`src/rtl/alarm_ctrl_if.sv`:
```
// ============================================================================
// Module      : alarm_ctrl_if
// Description : Button, time-of-day and alarm display signals of alarm_ctrl.
// Revision    : 1.0 - initial release
// ============================================================================
`default_nettype none

interface alarm_ctrl_if;
    // Timebase and debounced button pulses
    logic       en1hz;
    logic       sig2hz;
    logic       almode;
    logic       select;
    logic       adjust;
    logic       snooze;
    // Running time of day, BCD
    logic [1:0] hourh;
    logic [3:0] hourl;
    logic [2:0] minh;
    logic [3:0] minl;
    logic [2:0] sech;
    logic [3:0] secl;
    // Alarm time, display enables and annunciators
    logic [1:0] ahourh;
    logic [3:0] ahourl;
    logic [2:0] aminh;
    logic [3:0] aminl;
    logic       ashow;
    logic       ahouron;
    logic       aminon;
    logic       armed;
    logic       ring;
    logic       buzz;
    logic [1:0] snzcnt;

    modport master (
        output en1hz, sig2hz, almode, select, adjust, snooze,
        output hourh, hourl, minh, minl, sech, secl,
        input  ahourh, ahourl, aminh, aminl, ashow, ahouron, aminon,
        input  armed, ring, buzz, snzcnt
    );

    modport slave (
        input  en1hz, sig2hz, almode, select, adjust, snooze,
        input  hourh, hourl, minh, minl, sech, secl,
        output ahourh, ahourl, aminh, aminl, ashow, ahouron, aminon,
        output armed, ring, buzz, snzcnt
    );
endinterface

`default_nettype wire

```
`src/rtl/alarm_ctrl.sv`:
```
// ============================================================================
// Module      : alarm_ctrl
// Description : 24h alarm controller: BCD alarm edit, arm, match, ring/snooze.
//               Optional snooze support enabled by macro ALARM_SNOOZE_EN.
// Revision    : 1.0 - initial release
// ============================================================================
`default_nettype none

module alarm_ctrl #(
    parameter int RING_SEC   = 60,
    parameter int SNOOZE_SEC = 300,
    parameter int SNOOZE_MAX = 3
) (
    input  wire logic   clk,
    input  wire logic   rst_n,
    alarm_ctrl_if.slave bus_if
);

    localparam logic [2:0] c_st_idle     = 3'd0;
    localparam logic [2:0] c_st_set_hour = 3'd1;
    localparam logic [2:0] c_st_set_min  = 3'd2;
    localparam logic [2:0] c_st_ringing  = 3'd3;
    localparam logic [7:0] c_ring_last   = 8'(RING_SEC - 1);

    logic [2:0] state_q,    state_d;
    logic [1:0] ahourh_q,   ahourh_d;
    logic [3:0] ahourl_q,   ahourl_d;
    logic [2:0] aminh_q,    aminh_d;
    logic [3:0] aminl_q,    aminl_d;
    logic       armed_q,    armed_d;
    logic       match_dly_q;
    logic [7:0] ring_cnt_q, ring_cnt_d;
    logic       w_match;
    logic       w_trigger;
    logic       w_dismiss;
    logic       w_ashow;
    logic       w_ahouron;
    logic       w_aminon;
    logic       w_ring;

`ifdef ALARM_SNOOZE_EN
    localparam logic [2:0] c_st_snoozed = 3'd4;
    localparam logic [9:0] c_snz_load   = 10'(SNOOZE_SEC);
    localparam logic [2:0] c_snz_max    = 3'(SNOOZE_MAX);

    logic [9:0] snz_tmr_q, snz_tmr_d;
    logic [1:0] snzcnt_q,  snzcnt_d;
`else
    logic w_unused_snooze;
    assign w_unused_snooze = ^{bus_if.snooze, 10'(SNOOZE_SEC), 2'(SNOOZE_MAX)};
`endif

    // Seconds must be 00 so the alarm fires once, at the top of the minute.
    assign w_match = armed_q
                   & (bus_if.hourh == ahourh_q) & (bus_if.hourl == ahourl_q)
                   & (bus_if.minh  == aminh_q)  & (bus_if.minl  == aminl_q)
                   & (bus_if.sech  == 3'd0)     & (bus_if.secl  == 4'd0);
    assign w_trigger = w_match & ~match_dly_q;
    assign w_dismiss = bus_if.almode | bus_if.adjust;

    // ------------------------------------------------------------------
    // State and datapath registers
    // ------------------------------------------------------------------
    always_ff @(posedge clk or negedge rst_n) begin
        if (!rst_n) begin
            state_q     <= c_st_idle;
            ahourh_q    <= 2'd0;
            ahourl_q    <= 4'd6;
            aminh_q     <= 3'd0;
            aminl_q     <= 4'd0;
            armed_q     <= 1'b0;
            match_dly_q <= 1'b0;
            ring_cnt_q  <= 8'd0;
`ifdef ALARM_SNOOZE_EN
            snz_tmr_q   <= 10'd0;
            snzcnt_q    <= 2'd0;
`endif
        end else begin
            state_q     <= state_d;
            ahourh_q    <= ahourh_d;
            ahourl_q    <= ahourl_d;
            aminh_q     <= aminh_d;
            aminl_q     <= aminl_d;
            armed_q     <= armed_d;
            match_dly_q <= w_match;
            ring_cnt_q  <= ring_cnt_d;
`ifdef ALARM_SNOOZE_EN
            snz_tmr_q   <= snz_tmr_d;
            snzcnt_q    <= snzcnt_d;
`endif
        end
    end

    // ------------------------------------------------------------------
    // Next-state and datapath update
    // ------------------------------------------------------------------
    always_comb begin
        state_d    = state_q;
        ahourh_d   = ahourh_q;
        ahourl_d   = ahourl_q;
        aminh_d    = aminh_q;
        aminl_d    = aminl_q;
        armed_d    = armed_q;
        ring_cnt_d = ring_cnt_q;
`ifdef ALARM_SNOOZE_EN
        snz_tmr_d  = snz_tmr_q;
        snzcnt_d   = snzcnt_q;
`endif
        case (state_q)
            c_st_idle: begin
                if (bus_if.almode) begin
                    state_d = c_st_set_hour;
                end else if (w_trigger) begin
                    state_d    = c_st_ringing;
                    ring_cnt_d = 8'd0;
`ifdef ALARM_SNOOZE_EN
                    snzcnt_d   = 2'd0;
`endif
                end else if (bus_if.adjust) begin
                    armed_d = ~armed_q;
                end
            end
            c_st_set_hour: begin
                if (bus_if.almode) begin
                    state_d = c_st_idle;
                end else if (bus_if.select) begin
                    state_d = c_st_set_min;
                end else if (bus_if.adjust) begin
                    if (ahourh_q == 2'd2 && ahourl_q == 4'd3) begin
                        ahourh_d = 2'd0;
                        ahourl_d = 4'd0;
                    end else if (ahourl_q == 4'd9) begin
                        ahourh_d = ahourh_q + 2'd1;
                        ahourl_d = 4'd0;
                    end else begin
                        ahourl_d = ahourl_q + 4'd1;
                    end
                end
            end
            c_st_set_min: begin
                if (bus_if.almode) begin
                    state_d = c_st_idle;
                end else if (bus_if.select) begin
                    state_d = c_st_set_hour;
                end else if (bus_if.adjust) begin
                    // Minute wraps 59 -> 00 on its own; the hour is left alone.
                    if (aminl_q == 4'd9) begin
                        aminl_d = 4'd0;
                        aminh_d = (aminh_q == 3'd5) ? 3'd0 : aminh_q + 3'd1;
                    end else begin
                        aminl_d = aminl_q + 4'd1;
                    end
                end
            end
            c_st_ringing: begin
                if (w_dismiss) begin
                    state_d = c_st_idle;
                end
`ifdef ALARM_SNOOZE_EN
                else if (bus_if.snooze && ({1'b0, snzcnt_q} < c_snz_max)) begin
                    state_d   = c_st_snoozed;
                    snz_tmr_d = c_snz_load;
                    snzcnt_d  = snzcnt_q + 2'd1;
                end
`endif
                else if (bus_if.en1hz) begin
                    if (ring_cnt_q == c_ring_last) begin
                        state_d = c_st_idle;
                    end else begin
                        ring_cnt_d = ring_cnt_q + 8'd1;
                    end
                end
            end
`ifdef ALARM_SNOOZE_EN
            c_st_snoozed: begin
                if (w_dismiss) begin
                    state_d = c_st_idle;
                end else if (bus_if.en1hz) begin
                    if (snz_tmr_q == 10'd1) begin
                        state_d    = c_st_ringing;
                        ring_cnt_d = 8'd0;
                        snz_tmr_d  = 10'd0;
                    end else begin
                        snz_tmr_d = snz_tmr_q - 10'd1;
                    end
                end
            end
`endif
            default: state_d = c_st_idle;
        endcase
    end

    // ------------------------------------------------------------------
    // State-decoded outputs
    // ------------------------------------------------------------------
    always_comb begin
        w_ashow   = 1'b0;
        w_ahouron = 1'b1;
        w_aminon  = 1'b1;
        w_ring    = 1'b0;
        case (state_q)
            c_st_set_hour: begin
                w_ashow   = 1'b1;
                w_ahouron = bus_if.sig2hz;
            end
            c_st_set_min: begin
                w_ashow  = 1'b1;
                w_aminon = bus_if.sig2hz;
            end
            c_st_ringing: w_ring = 1'b1;
            default: ;
        endcase
    end

    assign bus_if.ahourh  = ahourh_q;
    assign bus_if.ahourl  = ahourl_q;
    assign bus_if.aminh   = aminh_q;
    assign bus_if.aminl   = aminl_q;
    assign bus_if.armed   = armed_q;
    assign bus_if.ashow   = w_ashow;
    assign bus_if.ahouron = w_ahouron;
    assign bus_if.aminon  = w_aminon;
    assign bus_if.ring    = w_ring;
    assign bus_if.buzz    = w_ring & bus_if.sig2hz;
`ifdef ALARM_SNOOZE_EN
    assign bus_if.snzcnt  = snzcnt_q;
`else
    assign bus_if.snzcnt  = 2'b00;
`endif

endmodule

`default_nettype wire

```
`src/flat_wrapper.sv`:
```
// flat-port wrapper written by rule: the top's interface ports become plain ports
module alarm_ctrl_flat 
#(
    parameter int RING_SEC   = 60,
    parameter int SNOOZE_SEC = 300,
    parameter int SNOOZE_MAX = 3
)
  (clk, rst_n, bus_if_en1hz, bus_if_sig2hz, bus_if_almode, bus_if_select, bus_if_adjust, bus_if_snooze, bus_if_hourh, bus_if_hourl, bus_if_minh, bus_if_minl, bus_if_sech, bus_if_secl, bus_if_ahourh, bus_if_ahourl, bus_if_aminh, bus_if_aminl, bus_if_ashow, bus_if_ahouron, bus_if_aminon, bus_if_armed, bus_if_ring, bus_if_buzz, bus_if_snzcnt);
  alarm_ctrl_if bus_if_i ();
  input  wire logic clk;
  input  wire logic rst_n;
  input wire logic [$bits(bus_if_i.en1hz)-1:0] bus_if_en1hz;
  input wire logic [$bits(bus_if_i.sig2hz)-1:0] bus_if_sig2hz;
  input wire logic [$bits(bus_if_i.almode)-1:0] bus_if_almode;
  input wire logic [$bits(bus_if_i.select)-1:0] bus_if_select;
  input wire logic [$bits(bus_if_i.adjust)-1:0] bus_if_adjust;
  input wire logic [$bits(bus_if_i.snooze)-1:0] bus_if_snooze;
  input wire logic [$bits(bus_if_i.hourh)-1:0] bus_if_hourh;
  input wire logic [$bits(bus_if_i.hourl)-1:0] bus_if_hourl;
  input wire logic [$bits(bus_if_i.minh)-1:0] bus_if_minh;
  input wire logic [$bits(bus_if_i.minl)-1:0] bus_if_minl;
  input wire logic [$bits(bus_if_i.sech)-1:0] bus_if_sech;
  input wire logic [$bits(bus_if_i.secl)-1:0] bus_if_secl;
  output wire logic [$bits(bus_if_i.ahourh)-1:0] bus_if_ahourh;
  output wire logic [$bits(bus_if_i.ahourl)-1:0] bus_if_ahourl;
  output wire logic [$bits(bus_if_i.aminh)-1:0] bus_if_aminh;
  output wire logic [$bits(bus_if_i.aminl)-1:0] bus_if_aminl;
  output wire logic [$bits(bus_if_i.ashow)-1:0] bus_if_ashow;
  output wire logic [$bits(bus_if_i.ahouron)-1:0] bus_if_ahouron;
  output wire logic [$bits(bus_if_i.aminon)-1:0] bus_if_aminon;
  output wire logic [$bits(bus_if_i.armed)-1:0] bus_if_armed;
  output wire logic [$bits(bus_if_i.ring)-1:0] bus_if_ring;
  output wire logic [$bits(bus_if_i.buzz)-1:0] bus_if_buzz;
  output wire logic [$bits(bus_if_i.snzcnt)-1:0] bus_if_snzcnt;
  assign bus_if_i.en1hz = bus_if_en1hz;
  assign bus_if_i.sig2hz = bus_if_sig2hz;
  assign bus_if_i.almode = bus_if_almode;
  assign bus_if_i.select = bus_if_select;
  assign bus_if_i.adjust = bus_if_adjust;
  assign bus_if_i.snooze = bus_if_snooze;
  assign bus_if_i.hourh = bus_if_hourh;
  assign bus_if_i.hourl = bus_if_hourl;
  assign bus_if_i.minh = bus_if_minh;
  assign bus_if_i.minl = bus_if_minl;
  assign bus_if_i.sech = bus_if_sech;
  assign bus_if_i.secl = bus_if_secl;
  assign bus_if_ahourh = bus_if_i.ahourh;
  assign bus_if_ahourl = bus_if_i.ahourl;
  assign bus_if_aminh = bus_if_i.aminh;
  assign bus_if_aminl = bus_if_i.aminl;
  assign bus_if_ashow = bus_if_i.ashow;
  assign bus_if_ahouron = bus_if_i.ahouron;
  assign bus_if_aminon = bus_if_i.aminon;
  assign bus_if_armed = bus_if_i.armed;
  assign bus_if_ring = bus_if_i.ring;
  assign bus_if_buzz = bus_if_i.buzz;
  assign bus_if_snzcnt = bus_if_i.snzcnt;
  alarm_ctrl #(.RING_SEC(RING_SEC), .SNOOZE_SEC(SNOOZE_SEC), .SNOOZE_MAX(SNOOZE_MAX)) u_core (.clk(clk), .rst_n(rst_n), .bus_if(bus_if_i));
endmodule
```
`config.mk`:
```
export PLATFORM = sky130hd
export DESIGN_NAME = alarm_ctrl_flat
export DESIGN_NICKNAME = d
export VERILOG_FILES = /design/src/rtl/alarm_ctrl_if.sv /design/src/rtl/alarm_ctrl.sv /design/src/flat_wrapper.sv
export SDC_FILE = /design/constraint.sdc
export NUM_CORES = 1
export LEC_CHECK = 0
export ABC_AREA = 1
export BUFFER_PORTS_ARGS = -buffer_cell sky130_fd_sc_hd__buf_2
export CAP_MARGIN = 20
export CORE_UTILIZATION = 47
export DETAILED_ROUTE_END_ITERATION = 10
export GPL_ROUTABILITY_DRIVEN = 0
export PLACE_DENSITY_LB_ADDON = 0.08
export SLEW_MARGIN = 20
export SYNTH_ARGS = -nofsm -noshare
export SYNTH_HDL_FRONTEND = slang
export SYNTH_SLANG_ARGS = --single-unit
export TNS_END_PERCENT = 30
```
`constraint.sdc`:
```
create_clock -name clk -period 1.62 [get_ports clk]
set_input_delay 0.162 -clock clk [delete_from_list [all_inputs] [get_ports clk]]
set_output_delay 0.162 -clock clk [all_outputs]
set_load 0.03 [all_outputs]
```
==> insert_results.sql <==
INSERT INTO impl_metrics (metric_group, metric, value, unit) VALUES
('detailed_routing', 'total_routed_wirelength', '3.68', 'mm'),
('placement', 'placement.io_buffers', '45', ''),
('synth', 'synth-edff-count', '0', ''),
('critical_path', 'rrSetupSlack', '-0.01', 'ns'),
('synth', 'number_of_standard_cells_after_synthesis', '254', ''),
('floorplanning', 'chipHeight', '62.4', 'um'),
('global_routing', 'antenna_found_initial', '0', ''),
('sta', 'timing_max_transition_violations_final', '0', ''),
('power_and_ir_drop', 'power_leakage', '1.19', 'nW'),
('clock_network', 'worstSkewPairLatency', '0.33', 'ns'),
('sta', 'fmax', '612', 'MHz'),
('placement', 'dpl.hpwl', '2.73', 'mm'),
('clock_network', 'tritoncts.num_buffers', '3', ''),
('clock_network', 'cts_root_buf', 'sky130_fd_sc_hd__clkbuf_4', ''),
('clock_network', 'worst_setup_hold_path_clk_slew', '0.15', 'ns'),
('critical_path', 'end_kind', 'flop', ''),
('detailed_routing', 'drc_errors', '0', ''),
('power_and_ir_drop', 'power.share.clock', '0.099', ''),
('floorplanning', 'placementRows', '21', ''),
('synth', 'syn_avg_cell_area', '6.74', 'sq um'),
('critical_path', 'crit_required', '1.86', 'ns'),
('min_path', 'hold-path-cell-count', '4', ''),
('min_path', 'worst_hold_path_type', 'in2reg', ''),
('synth', 'post_synth_top_area_share', '0.336', ''),
('global_routing', 'grt_first_pass_wirelength', '6.35', 'mm'),
('power_and_ir_drop', 'ir_drop', '0.718', 'mV'),
('sta', 'maxSlewHeadroom', '0.621', ''),
('detailed_routing', 'drt_pre_antenna_iters', '4', ''),
('sta', 'fin_ws', '-0.0131', 'ns'),
('global_routing', 'total_global_route_track_usage', '0.199', ''),
('cells_and_area', 'diode_count', '0', ''),
('power_and_ir_drop', 'power.density', '1360', 'mW/mm^2'),
('critical_path', 'timing.reg2reg.worst_path_depth', '11', ''),
('floorplanning', 'floorplan.die.width', '62.4', 'um'),
('critical_path', 'critical_path_class', 'reg2reg', ''),
('detailed_routing', 'route.detailed.wl_per_inst', '10.2', 'um'),
('detailed_routing', 'met1Wirelength', '1.86', 'mm'),
('clock_network', 'cts.path.max_buffers', '2', ''),
('placement', 'dp_slack', '-0.0360', 'ns'),
('synth', 'yosys_most_used_dff', 'sky130_fd_sc_hd__dfrtp_1', ''),
('min_path', 'timing.hold.worst.start', 'bus_if_adjust', ''),
('clock_network', 'clock_tree.htree_level_count', '1', ''),
('clock_network', 'clock-sinks', '25', ''),
('cells_and_area', 'finish.instance_area', '0.00221', 'sq mm'),
('synth', 'synth-seq-area-share', '0.367', ''),
('critical_path', 'timing.critical_path.from_type', 'flop', ''),
('floorplanning', 'core-area', '0.00342', 'sq mm'),
('cells_and_area', 'n_fill_cell', '332', ''),
('detailed_routing', 'drt_iter0_drc', '69', ''),
('sta', 'max_slew.worst_pin.slew', '0.568', 'ns'),
('run_status', 'failed_checks', 'setup timing', ''),
('clock_network', 'tritoncts', 'yes', ''),
('power_and_ir_drop', 'swShare', '0.494', ''),
('detailed_routing', 'met2RoutedLength', '1.65', 'mm'),
('power_and_ir_drop', 'seq_power_share', '0.322', ''),
('synth', 'netlist_area', '0.00171', 'sq mm'),
('sta', 'grt_setup_unrepaired', 'true', ''),
('sta', 'timing.clock.skew', '0.00721', 'ns'),
('synth', 'yosysUniqueCellTypes', '33', ''),
('run_status', 'outcome', 'complete, but fails checks', ''),
('cells_and_area', 'post_route_cells_drive_above_1_share', '0.329', ''),
('critical_path', 'critical_path.reg2reg.endpoint', 'u_core.ring_cnt_q[4]', ''),
('detailed_routing', 'vias_per_cell', '4.73', ''),
('floorplanning', 'pin_count', '49', ''),
('floorplanning', 'die_area', '0.00389', 'sq mm'),
('min_path', 'worst_hold_path.endpoint', 'u_core.bus_if.armed', ''),
('critical_path', 'timing.critical_path.fanout_max', '7', ''),
('global_routing', 'grt_max_degree', '26', ''),
('sta', 'report.final.setup_viol', '4', ''),
('critical_path', 'crit_arrival', '1.87', 'ns'),
('synth', 'synth-async-reset-ratio', '1.00', '');
==> power groups by stage <==
stage | combinational, mW | sequential, mW | clock [mW]
finish | 1.74 | 0.966 | 0.297
global route | 1.93 | 0.990 | 0.331
CTS | 1.52 | 0.962 | 0.303
detailed placement | 1.46 | 0.985 | 0
global placement | 1.45 | 0.980 | 0
floorplan | 0.871 | 1.19 | 0
==> worst max-delay path, cell delays in order (launching register included) <==
cell                      delay, ns
sky130_fd_sc_hd__dfstp_2       0.58
sky130_fd_sc_hd__inv_2         0.04
sky130_fd_sc_hd__nand2_1       0.05
sky130_fd_sc_hd__nand2_1       0.06
sky130_fd_sc_hd__nor2_1        0.10
sky130_fd_sc_hd__nand2_1       0.09
sky130_fd_sc_hd__nor2_2        0.10
sky130_fd_sc_hd__nand3_2       0.14
sky130_fd_sc_hd__nand2_4       0.16
sky130_fd_sc_hd__nand2_4       0.11
sky130_fd_sc_hd__nand2_2       0.08
sky130_fd_sc_hd__o21ai_2       0.05
==> cells by family (layout without fill, tap and decap cells) <==
kind of cell / after synthesis / in the layout / share of synthesized area
flops: 25 / 25 / 0.367
simple gates: 150 / 151 / 0.377
compound gates: 25 / 25 / 0.0913
other cells: 1 / 2 / 0.00219
buf+inv: 44 / 104 / 0.106
xor+xnor: 4 / 4 / 0.0205
fa+ha+maj: 5 / 5 / 0.0365
==> final cells by class <==
| type | count | area [sq um] | area share |
|---|---|---|---|
| clock buffer | 4 | 26.3 | 0.0119 |
| inverter | 40 | 150 | 0.0680 |
| multi-input combinational | 187 | 1000 | 0.452 |
| sequential | 25 | 629 | 0.285 |
| tap | 46 | 57.6 | 0.0260 |
| timing repair buffer | 60 | 347 | 0.157 |
==> timing repair <==
item | in CTS | in global routing
resized for setup | 3 | 18
setup endpoints to repair | 3 | 21
buffers inserted | 2 | 4
pin swaps | 0 | 6
cloned | 0 | 1
endpoints found under the hold margin | 23 | 0
hold buffers | 1 | 0
==> registers in the layout (all words and copies together), names as in the netlist <==
register / cells
u_core.match_dly_q: 1
u_core.bus_if.aminh: 3
u_core.bus_if.ahourl: 4
u_core.ring_cnt_q: 8
u_core.bus_if.ahourh: 2
u_core.bus_if.aminl: 4
u_core.state_q: 2
u_core.bus_if.armed: 1
==> cells in the final DEF (no fill, tap or decap), drive strengths merged <==
cell         instances
a21oi                9
buf                 59
clkbuf               4
conb                 2
dfrtp               23
dfstp                2
dlygate4sd3          1
ha                   5
inv                 40
nand2               84
nand3               12
nand3b               2
nand4                2
nor2                39
nor3                 7
nor3b                1
nor4                 1
o21ai               13
o22a                 1
o22ai                1
o41ai                1
or2                  2
or3                  1
xnor2                1
xor2                 3
==> per-stage QoR <==
step | utilization | instances | total power [mW] | TNS (ns) | hold slack [ns]
2_1_floorplan | - | 255 | 2.06 | -0.0533 | -0.134
3_3_place_gp | 0.599 | 350 | 2.43 | 0 | 0.202
3_5_place_dp | 0.599 | 350 | 2.44 | -0.0461 | 0.201
4_1_cts | 0.615 | 357 | 2.78 | -0.00134 | 0.159
5_1_grt | 0.647 | 362 | 3.25 | -1.65 | 0.167
6_report | 0.647 | 362 | 3.00 | -0.0348 | 0.163
==> routing by layer <==
layer / up-vias / track usage
li1: 910 / -
met1: 763 / 0.260
met2: 35 / 0.348
met5: - / 0
met4: 0 / 0.0523
met3: 5 / 0.0237
==> cells in the mapped netlist, types with 2 or more instances <==
master,number
sky130_fd_sc_hd__a21oi_1,9
sky130_fd_sc_hd__buf_4,2
sky130_fd_sc_hd__dfrtp_1,23
sky130_fd_sc_hd__dfstp_2,2
sky130_fd_sc_hd__ha_1,5
sky130_fd_sc_hd__inv_1,35
sky130_fd_sc_hd__inv_2,5
sky130_fd_sc_hd__nand2_1,79
sky130_fd_sc_hd__nand2_2,3
sky130_fd_sc_hd__nand3_1,11
sky130_fd_sc_hd__nand3b_1,2
sky130_fd_sc_hd__nand4_1,2
sky130_fd_sc_hd__nor2_1,36
sky130_fd_sc_hd__nor2_2,3
sky130_fd_sc_hd__nor3_1,6
sky130_fd_sc_hd__o21ai_0,5
sky130_fd_sc_hd__o21ai_1,2
sky130_fd_sc_hd__o21ai_2,6
sky130_fd_sc_hd__or2_2,2
sky130_fd_sc_hd__xor2_1,3
==> how the worst max path moves through the flow <==
stage | depth (start not counted) | slack (ns) | startpoint | end
2_1_floorplan | 12 | -0.02 | u_core.bus_if.ahourl[1] | u_core.ring_cnt_q[7]
3_3_place_gp | 9 | 0.01 | u_core.state_q[1] | u_core.bus_if.ahourl[2]
3_5_place_dp | 9 | -0.04 | u_core.state_q[0] | u_core.bus_if.aminl[3]
4_1_cts | 9 | -0.001 | u_core.state_q[1] | u_core.bus_if.ahourl[2]
5_1_grt | 11 | -0.14 | u_core.bus_if.ahourl[2] | u_core.ring_cnt_q[4]
6_report | 11 | -0.01 | u_core.bus_if.ahourl[1] | u_core.ring_cnt_q[4]
Note: power is estimated with default switching activity, not from simulation.
